===== config.mk =====
export PLATFORM = sky130hd
export DESIGN_NAME = regfile_wr_arbiter
export DESIGN_NICKNAME = d
export VERILOG_FILES = /design/src/rtl/regfile_wr_arbiter.sv
export SDC_FILE = /design/constraint.sdc
export NUM_CORES = 1
export LEC_CHECK = 0
export BUFFER_PORTS_ARGS = -buffer_cell sky130_fd_sc_hd__buf_2
export CORE_MARGIN = 2
export CORE_UTILIZATION = 45
export DETAILED_ROUTE_END_ITERATION = 8
export PLACE_DENSITY = 0.72
export SLEW_MARGIN = 10
export SYNTH_ARGS = -nofsm -noshare
export SYNTH_HDL_FRONTEND = slang
export SYNTH_SLANG_ARGS = --single-unit

===== constraint.sdc =====
create_clock -name i_clk -period 2.9 [get_ports i_clk]
set_input_delay 0.29 -clock i_clk [delete_from_list [all_inputs] [get_ports i_clk]]
set_output_delay 0.29 -clock i_clk [all_outputs]
set_load 0.05 [all_outputs]

===== src/rtl/regfile_wr_arbiter.sv =====
// regfile_wr_arbiter: shares the regfile write port between WB (priority) and a queued MDU result bus; REGFILE_ARB_BYPASS_EN adds a same-cycle MDU bypass
module regfile_wr_arbiter #(
  parameter int FIFO_DEPTH = 2,
  parameter int MAX_WAIT   = 4
) (
  input  logic        i_clk,
  input  logic        i_reset,
  input  logic        i_wb_wren,
  input  logic [4:0]  i_wb_addr,
  input  logic [31:0] i_wb_data,
  input  logic        i_mdu_valid,
  output logic        o_mdu_ready,
  input  logic [4:0]  i_mdu_addr,
  input  logic [31:0] i_mdu_data,
  input  logic        i_issue_valid,
  input  logic [4:0]  i_issue_rd,
  output logic [31:0] o_busy,
  output logic        o_stall_req,
  output logic        o_rd_wren,
  output logic [4:0]  o_rd_addr,
  output logic [31:0] o_rd_data
);
  localparam int AW = $clog2(FIFO_DEPTH);
  localparam logic [3:0] MW = 4'(MAX_WAIT);
  logic [4:0]  q_addr [FIFO_DEPTH];
  logic [31:0] q_data [FIFO_DEPTH];
  logic [AW:0] wr_ptr, rd_ptr;
  logic [3:0]  wait_cnt, wait_inc;
  logic        empty, full, accept, push, pop, byp;
  logic [4:0]  head_addr;
  logic [31:0] head_data, set_mask, clr_mask;
  assign empty       = wr_ptr == rd_ptr;
  assign full        = (wr_ptr[AW] != rd_ptr[AW]) && (wr_ptr[AW-1:0] == rd_ptr[AW-1:0]);
  assign o_mdu_ready = !i_reset && !full;
  assign accept      = i_mdu_valid && o_mdu_ready;
`ifdef REGFILE_ARB_BYPASS_EN
  assign byp         = empty && !i_wb_wren && accept && i_mdu_addr != 5'd0;
`else
  assign byp         = 1'b0;
`endif
  assign push        = accept && i_mdu_addr != 5'd0 && !byp;
  assign pop         = !i_reset && !i_wb_wren && !empty;
  assign head_addr   = q_addr[rd_ptr[AW-1:0]];
  assign head_data   = q_data[rd_ptr[AW-1:0]];
  assign wait_inc    = wait_cnt + {3'd0, wait_cnt != 4'hf};
  // port select: wb first, then FIFO head, then (optionally) bypassed MDU result
  always_comb begin
    o_rd_wren = !i_reset && (i_wb_wren || !empty || byp);
    o_rd_addr = i_reset ? 5'd0 : i_wb_wren ? i_wb_addr : !empty ? head_addr : byp ? i_mdu_addr : 5'd0;
    o_rd_data = i_reset ? 32'd0 : i_wb_wren ? i_wb_data : !empty ? head_data : byp ? i_mdu_data : 32'd0;
    set_mask  = (i_issue_valid && i_issue_rd != 5'd0) ? 32'd1 << i_issue_rd : 32'd0;
    clr_mask  = (pop ? 32'd1 << head_addr : 32'd0) | (byp ? 32'd1 << i_mdu_addr : 32'd0);
  end
  // queue storage needs no reset; pointers decide what is valid
  always_ff @(posedge i_clk) begin
    if (push) begin
      q_addr[wr_ptr[AW-1:0]] <= i_mdu_addr;
      q_data[wr_ptr[AW-1:0]] <= i_mdu_data;
    end
  end
  // pointers, scoreboard (set beats clear) and starvation tracking
  always_ff @(posedge i_clk or posedge i_reset) begin
    if (i_reset) begin
      wr_ptr      <= '0;
      rd_ptr      <= '0;
      o_busy      <= 32'd0;
      wait_cnt    <= 4'd0;
      o_stall_req <= 1'b0;
    end else begin
      if (push) wr_ptr <= wr_ptr + 1'b1;
      if (pop) rd_ptr <= rd_ptr + 1'b1;
      o_busy <= ((o_busy & ~clr_mask) | set_mask) & ~32'd1;
      if (pop) begin
        wait_cnt    <= 4'd0;
        o_stall_req <= 1'b0;
      end else if (!empty && i_wb_wren) begin
        wait_cnt <= wait_inc;
        if (wait_inc >= MW) o_stall_req <= 1'b1;
      end
    end
  end
endmodule

==> impl_metrics.ini, run 1 <==
[outcome]
status = finished, final reports clean

[cts]
cts_sinks = 114
postCtsHoldBufs = 0
cts_resized = 0
root_buffer = clkbuf_16
cts_buffer_depth = 2
cts_buffers = 17
cts_tree = done
cts.htree.levels = 4
clkLatencyLatePin_ns = 0.41
post_cts_buffers = 0
clkTransAtPathRegs_ns = 0.06

[setup_path]
path_class = flip-flop to output port
rrSetupSlack_ns = 0.70
r2r-end = o_busy[18]
worst_setup_path_end_kind = output port
cp_max_fo = 18
reg2reg_depth = 5
startpoint_type = flip-flop
reg2reg_from = rd_ptr[0]
crit_arrival_ns = 2.33
crit_required_ns = 2.61

[power]
p_per_area_nw_per_um2 = 1150
vdd_drop_max_uv = 691
leakagePower_nw = 2.82

[yosys]
synth_area_per_cell_um2 = 11.9
synth_nets = 516
yosys.area_share.xor_xnor = 0.0150
synth_edf_count = 74
async_flop_share = 0.351
synth_mux_area_frac = 0.0728
yosysUniqueCellTypes = 42
synthAdderAreaFrac = 0.00491
synth_seq_cells = 114
synthFlopType = edfxtp_1
synth_top_family_by_area = simple AND/OR/NAND/NOR gates
syn_inst = 430
netlist_area_um2 = 5100
yosys_warnings = 0
synth_area_leader_cell = edfxtp_1
synth_compound_area_frac = 0.122
seq_area_frac_synth = 0.632
yosys.area.top_type_share = 0.436
synthSimpleGateAreaFrac = 0.123
synth_top_cells_by_area = edfxtp_1, dfrtp_1, nand2_1, mux2i_1, o31ai_1

[sta]
final-setup-viol-count = 0
drv_slew = 0
clock.fmax_mhz = 382
skew_ns = 0.00866
grt_setup_unrepaired = no
finalCritPeriodShare = 0.903
holdWs_ns = 0.0647
setup_tns_ns = 0
worst_pin_slew_ns = 0.830
finalHoldViolCount = 0
period_minus_slack_ns = 2.62
slew_headroom = 0.446

[cells_and_area]
layout_common_cells = buf_2, nand2_1, edfxtp_1, dfrtp_1, o21ai_0
final-seq-area_um2 = 3220
drive_gt1_frac = 0.342
diodes = 0
fillerInstances = 880
utilization = 0.604
multiInputGateArea_um2 = 1750
layout.cells.most_common = buf_2
final_cells = 742
nets = 675
syn2layout_area_growth_pct = 29.4

[floorplanning]
core_region_area_um2 = 10900
rows = 38
die_h_um = 110
fp.dieArea_um2 = 12200
die_x_um = 110
boundaryPins = 156
start_util = 0.466

[routing]
first_iter_violations = 213
via_count = 3886
drc = 0
firstDrtPassIters = 5
wl_per_cell_um = 16.1
postRouteAntennaNets = 0
wl_um = 12000
avgViaCountPerCell = 5.24

[min_path]
min_to = q_data[0][17]
min_path_type = primary input to flip-flop
hold_depth = 1
hp-start = i_mdu_data[17]

[global_routing]
antenna_found_initial = 1
grt_usage = 0.197
grt_pass1_wl_um = 18800
grt_max_degree = 44
overflow = 0
grt_pass1_vias = 3742

[placed_design]
port_buffers = 154
dp_hpwl_um = 8350
routabilityCongestion = 0.833
dp.cells = 710

[run]
drv_cap = 0
==> cell type report <==
| class | instances | share of cell area |
|---|---|---|
| inverter | 4 | 0.00227 |
| multi-input combinational | 291 | 0.265 |
| clock buffer | 17 | 0.0644 |
| timing repair buffer | 161 | 0.127 |
| clock inverter | 15 | 0.0273 |
| tap | 140 | 0.0265 |
| sequential | 114 | 0.488 |
==> synth_stat cells (3+ instances only) <==
library cell,count
nand3_1,3
buf_4,4
mux2i_1,36
nand2_1,107
nand2b_1,3
buf_6,4
o31ai_1,27
edfxtp_1,74
inv_1,4
clkbuf_1,5
nor3_1,5
buf_1,3
nor2_1,15
o21ai_0,38
nor2b_1,5
xnor2_1,4
a21oi_1,6
o21ai_1,9
buf_2,3
nor3b_1,3
dfrtp_1,40
==> sequential cells by signal, summed over array words and instances, names as in the netlist <==
signal and flops:
o_busy 31, o_stall_req 1, rd_ptr 2, wr_ptr 2, wait_cnt 4, q_data 64
q_addr 10
==> where the power goes <==
group / internal (W) / switching (W) / leakage [nW]
clock network: 0.00136 / 0.000767 / 0.286
registers: 0.00218 / 0.000268 / 1.15
logic: 0.000782 / 0.00220 / 1.38
total: 0.00432 / 0.00324 / 2.82
==> metrics by stage <==
stage                     power (W)  setup WS [ns]  instance area [µm²]
after CTS                   0.00760          0.276                 6600
final                       0.00756          0.282                 6600
after detailed placement    0.00546          0.729                 6000
after global routing        0.00791          0.128                 6600
after global placement      0.00540          0.762                 6000
after floorplan             0.00476         0.0157                 5110
==> how the worst max path moves through the flow <==
stage                   start       endpoint  slack [ns]  cells past startpoint
floorplan           rd_ptr[0]   q_addr[0][0]        0.02                      5
global route        rd_ptr[0]   o_rd_data[7]        0.13                      5
finish              rd_ptr[0]   o_rd_data[7]        0.28                      5
detailed placement  rd_ptr[0]   o_rd_data[7]        0.73                      5
CTS                 rd_ptr[0]   o_rd_data[7]        0.28                      5
global placement    rd_ptr[0]  o_rd_data[17]        0.76                      5
==> cell families (layout without fill, tap and decap cells) <==
kind of cell             after synthesis  in the layout
AO/OA/AOI/OAI                         95             95
XOR/XNOR                               7              7
adder cells (fa/ha/maj)                2              2
buffers and inverters                 25            197
flip-flops                           114            114
multiplexers                          37             37
other                                  1              1
AND/OR/NAND/NOR                      149            149
==> worst max-delay path: stages, from the launching register on <==
cell,delay [ns]
dfrtp_2,0.51
xor2_2,0.43
o21ai_4,0.21
buf_4,0.24
o21ai_0,0.22
buf_2,0.30
==> per-layer routing <==
metal,track usage,part of all wire,vias to the layer above
li1,-,-,1888
met1,0.252,0.42,1826
met2,0.310,0.49,151
met3,0.0615,0.072,19
met4,0.0875,0.015,2
met5,0,0.0011,-
Note: power is estimated with default switching activity, not from simulation.
==> run 2, diff against run 1 <==
--- a/config.mk
+++ b/config.mk
@@ -6,6 +6,7 @@
 export NUM_CORES = 1
 export LEC_CHECK = 0
 export BUFFER_PORTS_ARGS = -buffer_cell sky130_fd_sc_hd__buf_2
+export CORE_ASPECT_RATIO = 1.4
 export CORE_MARGIN = 2
 export CORE_UTILIZATION = 45
 export DETAILED_ROUTE_END_ITERATION = 8
==> run 2 against run 1 <==
Effect of this change: setup slack worse by 0.12 ns; maximum frequency decreased by 4.2%; routed wire length rose by 0.73%; cell area decreased by 0.19%; global-route usage grew 0.55 points; first-iteration DRC count increased by 3.3%; clock-buffer cell count up 1; via count grew 1.5%; largest cell class unchanged.
==> impl_metrics.ini, run 2 (synthesis results as in run 1) <==
[cells_and_area]
utilization = 0.590
layout.cells.most_common = buf_2
final-seq-area_um2 = 3220
fillerInstances = 945
layout_common_cells = buf_2, nand2_1, edfxtp_1, dfrtp_1, o21ai_0
diodes = 0
nets = 678
largest_reg_flops = 64
drive_gt1_frac = 0.345
multiInputGateArea_um2 = 1750
syn2layout_area_growth_pct = 29.2
final_cell_area_um2 = 6590

[sta]
worst_pin_slew_ns = 0.784
finalHoldViolCount = 0
grt_setup_unrepaired = no
skew_ns = 0.00707
drv_slew = 0
clock.fmax_mhz = 366
slew_headroom = 0.478
final-setup-viol-count = 0
finalCritPeriodShare = 0.943
setup_slack_ns = 0.167
setup_tns_ns = 0
period_minus_slack_ns = 2.73

[setup_path]
r2r-end = o_busy[15]
startpoint_type = flip-flop
reg2reg_from = rd_ptr[0]
cp.depth = 5
rrSetupSlack_ns = 0.67
slowest_stage = buf_4
worst_setup_path_end_kind = output port
reg2reg_depth = 5
crit_required_ns = 2.61
max_stage_delay_ns = 0.62
cp_num_buf_inv = 2
cp_max_fo = 52
crit_arrival_ns = 2.44
path_cells = buf_4 > mux2_2 > o211ai_2 > nand2_1 > buf_2
path_class = flip-flop to output port
crit_family = buffers and inverters

[power]
p_total_w = 0.00747
p_per_area_nw_per_um2 = 1130
vdd_drop_max_uv = 574
combPwrFrac = 0.405
p_sw_frac = 0.440
intPower_w = 0.00418
p_seq_frac = 0.326
power_frac_clock = 0.269
p_sw_w = 0.00329
leakagePower_nw = 2.83

[global_routing]
grt_max_degree = 53
grt_pass1_wl_um = 18900
grt_pass1_vias = 3866
overflow = 0
antenna_found_initial = 0
grt_usage = 0.203

[min_path]
hp-start = i_mdu_data[15]
hold_depth = 1
min_to = q_data[0][15]
min_path_type = primary input to flip-flop

[floorplanning]
boundaryPins = 156
fp.dieArea_um2 = 12200
core_region_area_um2 = 11200
die_x_um = 94.0
die_h_um = 130
start_util = 0.457
rows = 46

[cts]
postCtsHoldBufs = 0
cts_tree = done
cts_resized = 0
cts_buffers = 17
cts_sinks = 114
cts_buffer_depth = 2
clkLatencyLatePin_ns = 0.41
clkTransAtPathRegs_ns = 0.06
cts.htree.levels = 4
root_buffer = clkbuf_16
post_cts_buffers = 0

[routing]
via_count = 3944
drc = 0
wl_um = 12100
avgViaCountPerCell = 5.27
postRouteAntennaNets = 0
firstDrtPassIters = 5
first_iter_violations = 220
wl_per_cell_um = 16.1

[placed_design]
placed_area_um2 = 6020
routabilityCongestion = 0.890
post-place-ws_ns = 0.589
dp_hpwl_um = 8690
port_buffers = 154

[outcome]
status = finished, final reports clean

[run]
drv_cap = 0
-- run 2: cell types whose count changed in the layout (fill, tap and decap cells not counted), moves of 2 or more --
cell        previous run  this run
buf_4                  6        10
clkinv_4               0         3
clkinvlp_4             4         1
bufinv_16              3         1
inv_6                  4         6
-- run 2: layout make-up --
cell class / count / area share
clock buffers: 18 / 0.0651
clock inverters: 14 / 0.0218
flip-flops and latches: 114 / 0.489
repair buffers: 164 / 0.128
well taps: 144 / 0.0273
inverters: 4 / 0.00228
multi-input cells: 291 / 0.266
-- run 2: power groups by stage --
stage	Combinational (W)	Clock (W)	Sequential [W]
after floorplan	0.00164	0	0.00312
after global placement	0.00298	0	0.00244
after detailed placement	0.00303	0	0.00246
after CTS	0.00304	0.00203	0.00244
after global routing	0.00322	0.00211	0.00248
final	0.00302	0.00201	0.00244
-- run 2: per-stage QoR --
step / hold WS [ns] / cells
after global placement: 0.478 / 717
after global routing: 0.0496 / 749
after floorplan: 0.389 / 430
after CTS: 0.0499 / 749
after detailed placement: 0.481 / 717
final: 0.0643 / 749
-- run 2: worst max path at each step --
stage | slack, ns | end | from
finish | 0.17 | o_rd_addr[4] | rd_ptr[0]
global route | 0.03 | o_rd_addr[4] | rd_ptr[0]
detailed placement | 0.59 | o_rd_addr[4] | rd_ptr[0]
CTS | 0.15 | o_rd_addr[4] | rd_ptr[0]
global placement | 0.62 | o_rd_addr[4] | rd_ptr[0]
floorplan | 0.02 | q_addr[0][0] | rd_ptr[0]
-- run 2: per-layer routing --
metal  share of wire  vias up  track usage
li1                -     1890            -
met1            0.39     1866        0.238
met2            0.52      171        0.352
met3           0.076       17       0.0583
met4           0.012        0       0.0759
met5               0        -            0
